==> src/rtl/lsnorm_cntl.sv <==
// Multi-cycle left-shift normalizer for the FPU add/subtract datapath.
// The mantissa is shifted left 8 bits per cycle while that is safe and 1 bit
// per cycle otherwise. Shifting stops when the leading one reaches the MSB or
// the exponent reaches 1. The LS-round increment is derived combinationally
// from the result and the captured sticky bit.
module lsnorm_cntl #(
    parameter int MW = 32,
    parameter int EW = 12,
    parameter int RP = 8
) (
    input  logic          clk,
    input  logic          reset,
    input  logic          fpuhold,
    input  logic          start,
    input  logic [MW-1:0] man_in,
    input  logic [EW-1:0] exp_in,
    input  logic          sticky_in,
    output logic          busy,
    output logic          done,
    output logic [MW-1:0] man_out,
    output logic [EW-1:0] exp_out,
    output logic [7:0]    shcnt,
    output logic          zero,
    output logic          denorm,
    output logic          lsround
);

    typedef enum logic [1:0] {
        IDLE  = 2'd0,
        SHIFT = 2'd1,
        DONE  = 2'd2
    } state_t;

    state_t        state_reg, state_next;
    logic [MW-1:0] man_reg, man_next;
    logic [EW-1:0] exp_reg, exp_next;
    logic [7:0]    shcnt_reg, shcnt_next;
    logic          sticky_reg, sticky_next;
    logic          zero_reg, zero_next;
    logic          denorm_reg, denorm_next;

    // Shift decisions for the current evaluation
    logic          man_is_zero;
    logic          coarse_ok;
    logic          fine_ok;
    logic [8:0]    shcnt_sum;
    logic [7:0]    shcnt_sat;

    assign man_is_zero = (man_reg == '0);
    assign coarse_ok   = (man_reg[MW-1 -: 8] == 8'd0) && (exp_reg > EW'(8));
    assign fine_ok     = !man_reg[MW-1] && (exp_reg > EW'(1));
    assign shcnt_sum   = {1'b0, shcnt_reg} + (coarse_ok ? 9'd8 : 9'd1);
    assign shcnt_sat   = shcnt_sum[8] ? 8'hFF : shcnt_sum[7:0];

    // Next-state and datapath update; every field holds unless changed below
    always_comb begin
        state_next  = state_reg;
        man_next    = man_reg;
        exp_next    = exp_reg;
        shcnt_next  = shcnt_reg;
        sticky_next = sticky_reg;
        zero_next   = zero_reg;
        denorm_next = denorm_reg;
        case (state_reg)
            IDLE: begin
                if (start) begin
                    state_next  = SHIFT;
                    man_next    = man_in;
                    exp_next    = exp_in;
                    shcnt_next  = 8'd0;
                    sticky_next = sticky_in;
                    zero_next   = 1'b0;
                    denorm_next = 1'b0;
                end
            end
            SHIFT: begin
                if (man_is_zero) begin
                    zero_next  = 1'b1;
                    exp_next   = '0;
                    state_next = DONE;
                end else if (coarse_ok) begin
                    man_next   = man_reg << 8;
                    exp_next   = exp_reg - EW'(8);
                    shcnt_next = shcnt_sat;
                end else if (fine_ok) begin
                    man_next   = man_reg << 1;
                    exp_next   = exp_reg - EW'(1);
                    shcnt_next = shcnt_sat;
                end else begin
                    // Stopped with MSB clear means the exponent floor was hit
                    denorm_next = ~man_reg[MW-1];
                    state_next  = DONE;
                end
            end
            DONE: begin
                state_next = IDLE;
            end
            default: begin
                state_next = IDLE;
            end
        endcase
    end

    // State and result registers; hold freezes everything, reset wins over hold
    always_ff @(posedge clk) begin
        if (reset) begin
            state_reg  <= IDLE;
            man_reg    <= '0;
            exp_reg    <= '0;
            shcnt_reg  <= 8'd0;
            sticky_reg <= 1'b0;
            zero_reg   <= 1'b0;
            denorm_reg <= 1'b0;
        end else if (!fpuhold) begin
            state_reg  <= state_next;
            man_reg    <= man_next;
            exp_reg    <= exp_next;
            shcnt_reg  <= shcnt_next;
            sticky_reg <= sticky_next;
            zero_reg   <= zero_next;
            denorm_reg <= denorm_next;
        end
    end

    // Round-to-nearest-even increment at result bit RP
    logic round_l, round_g, round_s;
    assign round_l = man_reg[RP];
    assign round_g = man_reg[RP-1];
    assign round_s = (|man_reg[RP-2:0]) | sticky_reg;

    assign lsround = round_g & (round_s | round_l);
    assign busy    = (state_reg != IDLE);
    assign done    = (state_reg == DONE);
    assign man_out = man_reg;
    assign exp_out = exp_reg;
    assign shcnt   = shcnt_reg;
    assign zero    = zero_reg;
    assign denorm  = denorm_reg;

endmodule

==> config.mk <==
export PLATFORM = sky130hd
export DESIGN_NAME = lsnorm_cntl
export DESIGN_NICKNAME = d
export VERILOG_FILES = /design/src/rtl/lsnorm_cntl.sv
export SDC_FILE = /design/constraint.sdc
export NUM_CORES = 1
export LEC_CHECK = 0
export BUFFER_PORTS_ARGS = -buffer_cell sky130_fd_sc_hd__buf_2
export CAP_MARGIN = 10
export CORE_AREA = 4 4 117 75
export DETAILED_ROUTE_END_ITERATION = 10
export DIE_AREA = 0 0 121 79
export MAX_ROUTING_LAYER = met4
export PLACE_DENSITY_LB_ADDON = 0.05
export SLEW_MARGIN = 10
export SYNTH_ARGS = -nofsm -noshare
export SYNTH_HDL_FRONTEND = slang
export SYNTH_SLANG_ARGS = --single-unit
==> constraint.sdc <==
create_clock -name clk -period 2.54 [get_ports clk]
set_clock_uncertainty 0.05 [all_clocks]
set_input_delay 0.254 -clock clk [delete_from_list [all_inputs] [get_ports clk]]
set_output_delay 0.254 -clock clk [all_outputs]
set_load 0.02 [all_outputs]
# Yosys cells after proc, flatten, opt, wreduce, memory -nomap -nowiden
# Cells that the tools add are included.
# word_totals
regBits,57
# op_classes
eq_ne,11
n_addsub,3
n_mux,29
reduce_logical,15
bitwise_logic,5
magnitude_cmp,2
# ops
operator,count
$mux W32,4
$pmux W32 S2,1
$mux W12,4
$mux W8,5
$logic_not A32 Y1,1
$pmux W12 S2,1
$pmux W8 S2,1
$gt A12 B1 Y1 const B,1
$gt A12 B4 Y1 const B,1
$reduce_and A4 Y1,3
$sub A12 B1 Y12 const B,1
$sub A12 B4 Y12 const B,1
$ne A2 B2 Y1 const B,5
$add A8 B4 Y9,1
$ne A3 B3 Y1 const B,3
$logic_not A8 Y1,1
$mux W2,4
$reduce_or A7 Y1,1
$reduce_and A6 Y1,1
$mux W1,5
$reduce_and A5 Y1,1
$mux W4,1
$ne A4 B4 Y1 const B,1
$pmux W1 S2,2
other kinds (11),15

# Depth between registers and ports, before layout
# depth
depth_word,9
mapped_depth,14
ltp_nobuf,14

# Least setup slack after synthesis
# Ideal clock, no wire load.
# synth_path
path_kind,flip-flop to flip-flop
from,register exp_reg[0] (netlist: exp_out[0])
to,register shcnt_reg[2] (netlist: shcnt[2])
path_stages_with_launch,15
setup_ns,0.091
required_time_ns,2.399
t_arrival_ns,2.733
path_slack_ns,-0.334
cell_sequence,dfxtp_1 inv_1 ha_1 nor2b_1 o2111ai_1 and2_4 buf_6 buf_6 ha_1 a31oi_1 nor3_1 nor2_1 nor2_1 a21oi_1 a311oi_1
# synth_between
elab_chain_len,9
word_cells_on_any_way,13
classes_between,add/sub (1); order compare (2); eq/ne (1); mux (6); reduce/logical (3)
# synth_rtl
item,line,text
start: declaration,36,"logic [EW-1:0] exp_reg, exp_next;"
start signal: assignment,117,exp_reg <= exp_next;
$gt A12 B4 Y1,50,assign coarse_ok = (man_reg[MW-1 -: 8] == 8'd0) && (exp_reg > EW'(8));
$logic_and A1 B1 Y1,50,
$mux W4,52,"assign shcnt_sum = {1'b0, shcnt_reg} + (coarse_ok ? 9'd8 : 9'd1);"
$add A8 B4 Y9,52,
$mux W8,53,assign shcnt_sat = shcnt_sum[8] ? 8'hFF : shcnt_sum[7:0];
$mux W8,85,end else if (fine_ok) begin
$mux W8,81,end else if (coarse_ok) begin
$mux W8,77,if (man_is_zero) begin
$pmux W8 S2,64,case (state_reg)
end signal: assignment,118,shcnt_reg <= shcnt_next;
end: declaration,37,"logic [7:0] shcnt_reg, shcnt_next;"
# Several ways; a longest one is shown, not always the timed one. The select of a mux whose other input is x is not followed.
# A chain may end at the register's enable or synchronous reset.

# Worst setup path after layout
# layout_path
from,register exp_reg[1] (netlist: exp_out[1])
to,register shcnt_reg[1] (netlist: shcnt[1])
# Same word-level chain as after synthesis.

==> impl_metrics.tcl <==
set metrics [dict create \
    p_leak_uw 0.00205 \
    vdd.ir_drop.worst_uv 443 \
    crit_start "exp_out[1]" \
    grt_max_degree 40 \
    fp-row-count 25 \
    synthMuxAreaShare_pct 4.83 \
    synth-edff-count 0 \
    tritoncts "built" \
    drtPass1Iterations 5 \
    post-route-util_pct 62.0 \
    synth_top_area_cell "dfxtp_1" \
    layout_min_cycle_time_ps 2430 \
    grt_pass1_wl_um 19900 \
    async_flop_share_pct 0 \
    ctsRootBufferMaster "clkbuf_16" \
    period_share_pct 95.9 \
    status "complete, no violations" \
    syn_area_per_cell_um2 7.81 \
    cp-endpoint "shcnt[1]" \
    syn-instance-count 451 \
    nNetsFinal 630 \
    vias_per_cell 6.01 \
    cp-end-kind "flop" \
    worstHoldStart "man_in[0]" \
    drt_iter0_drc 425 \
    antenna_found_initial 0 \
    die_h_um 79 \
    setup_tns_ps 0 \
    whs_ps 132 \
    cp.required_ps 2680 \
    place_hpwl_um 9480 \
    coreArea_um2 7660 \
    grt_usage_pct 27.2 \
    yosys.area_share.simple_pct 22.2 \
    cp_max_fo 4 \
    finalWirelength_um 12900 \
    ios 106 \
    cts_buffers 9 \
    synthXorXnorAreaFrac_pct 0.746 \
    crit_path_start_kind "flop" \
    r2r_cells 13 \
    die_w_um 121 \
    crit_arrival_ps 2570 \
    wl_per_cell_um 18.8 \
    clock_path_buffers 2 \
    hold_path_class "in -> reg" \
    yosys.area.top_type_share_pct 32.4 \
    start_util_pct 46.0 \
    maxSlewHeadroom_pct 59.2 \
    clk_latency_ps 330 \
    port_buffers 105 \
    setup_violations 0 \
    ys_warn_count 0 \
    regToRegEndpoint "shcnt[1]" \
    ys_top_cells_by_count "61 x a21oi_1, 57 x dfxtp_1, 57 x nor2_1, 22 x clkbuf_1, 21 x o21ai_0" \
    timing.fmax_mhz 411 \
    r2r-start "exp_out[1]" \
    synth.yosys.seq_area_share_pct 32.4 \
    tightestPinTransition_ps 606 \
    dieArea_um2 9560 \
    r2r_setup_slack_ps 110 \
    largest_reg_flops 32 \
    netlist_area_um2 3520 \
    grt_pass1_vias 3689 \
    drv_cap 0 \
    powerDensity_nw_per_um2 760 \
    setup_ws_ps 105 \
    dp_slack_ps -49.5 \
    synth_compound_area_share_pct 30.8 \
    layout-drive-gt1-share_pct 34.4 \
    ys.flop_type "dfxtp_1" \
    synth.area.top_cells "dfxtp_1 32%, a21oi_1 8.7%, nor2_1 6.1%" \
    cts.sinks 57 \
    areaGrowthSynthToFinish_pct 34.9 \
    synth_cell_type_count 51 \
    ant_nets 0 \
    maxSlewViolCount 0 \
    diodes 0 \
    ys_seq_elements 57 \
    grt-ovfl-total 0 \
    criticalPathCategory "reg -> reg" \
    yosysMostFrequentCell "a21oi_1" \
    synth_nets 507 \
    hold_violations 0 \
    synth_top_family_by_area "compound AO/OA/AOI/OAI gates" \
    route.detailed.drc 0 \
    vias 4128 \
    htreeDepth 3 \
    clk_pin_slew_worst_paths_ps 50 \
    synthAdderAreaFrac_pct 2.49 \
    place_congestion 0.910 \
]
==> critical path, stage by stage, from the launching register on <==
cell       delay (ps)
dfxtp_2           340
inv_2              50
ha_1              170
nor2b_4           120
o2111ai_2         170
and2_4            200
clkinv_2           60
ha_2              200
ha_4              180
a31oi_4           230
nor3_4             80
buf_4             150
o2111ai_2         190
a21oi_2            80
==> report_power, final <==
part | switching [µW] | internal (µW) | leakage (µW)
logic | 860 | 561 | 0.00145
clock network | 412 | 708 | 0.000139
registers | 94.6 | 979 | 0.000467
==> area by class of cell <==
cell class	instances	area, µm²
clock buffer	13	260
sequential	57	1140
tap	108	135
inverter	13	50.0
clock inverter	3	15.0
multi-input combinational	344	2270
timing repair buffer	149	881
fill	711	2910
==> placed cells by master, fill, tap and decap left out, drive strengths merged, types with 3 or more instances in the layout <==
cell type and count:
and2 3, o2111ai 18, clkbuf 13, or4 7, o21ai 34, nand4 4
a21oi 62, dfxtp 57, o21a 3, xnor2 3, nand3 6, nor3 14
mux2i 17, nor4 15, nand2b 7, a31oi 5, inv 12, o32ai 6
and3 8, clkinv 4, nor2b 5, nand2 18, a311oi 7, ha 7
buf 149, a22oi 5, nor2 57, a211oi 15
==> logic make-up (layout without fill, tap and decap cells) <==
| logic type | count (synthesis) | count (layout) |
|---|---|---|
| AO/OA/AOI/OAI | 168 | 168 |
| AND/OR/NAND/NOR | 149 | 149 |
| flip-flops | 57 | 57 |
| buffers and inverters | 50 | 178 |
| multiplexers | 17 | 17 |
| adder cells (fa/ha/maj) | 7 | 7 |
| XOR/XNOR | 3 | 3 |
==> worst min-delay path by stage <==
stage	slack [ps]	endpoint	cells past startpoint
6_report	130	man_out[0]	3
4_1_cts	120	man_out[0]	3
3_3_place_gp	400	sticky_reg	2
5_1_grt	120	man_out[0]	3
2_1_floorplan	340	sticky_reg	2
3_5_place_dp	410	sticky_reg	2
==> through the flow <==
step	cell area (µm²)	power, µW	instances
floorplan	3580	2000	451
global placement	4400	2450	668
detailed placement	4400	2460	668
CTS	4680	3580	684
global route	4750	3790	687
finish	4750	3610	687
==> layer usage <==
layer  track usage [%]  up-vias  wire length (µm)
li1                  -     1967                 -
met3              8.54       14              1360
met4              5.54        0                90
met5                 -        -                 0
met1              38.7     1939              5960
met2              37.8      208              5530
==> repair_timing <==
item | 4_1_cts | 5_1_grt
buffers inserted | 0 | 3
hold buffers | 0 | 0
setup endpoints to repair | 1 | 8
pin swaps | 1 | 5
gates resized for setup | 1 | 11
hold endpoints to repair | 0 | 0
Note: power is estimated with default switching activity, not from simulation.
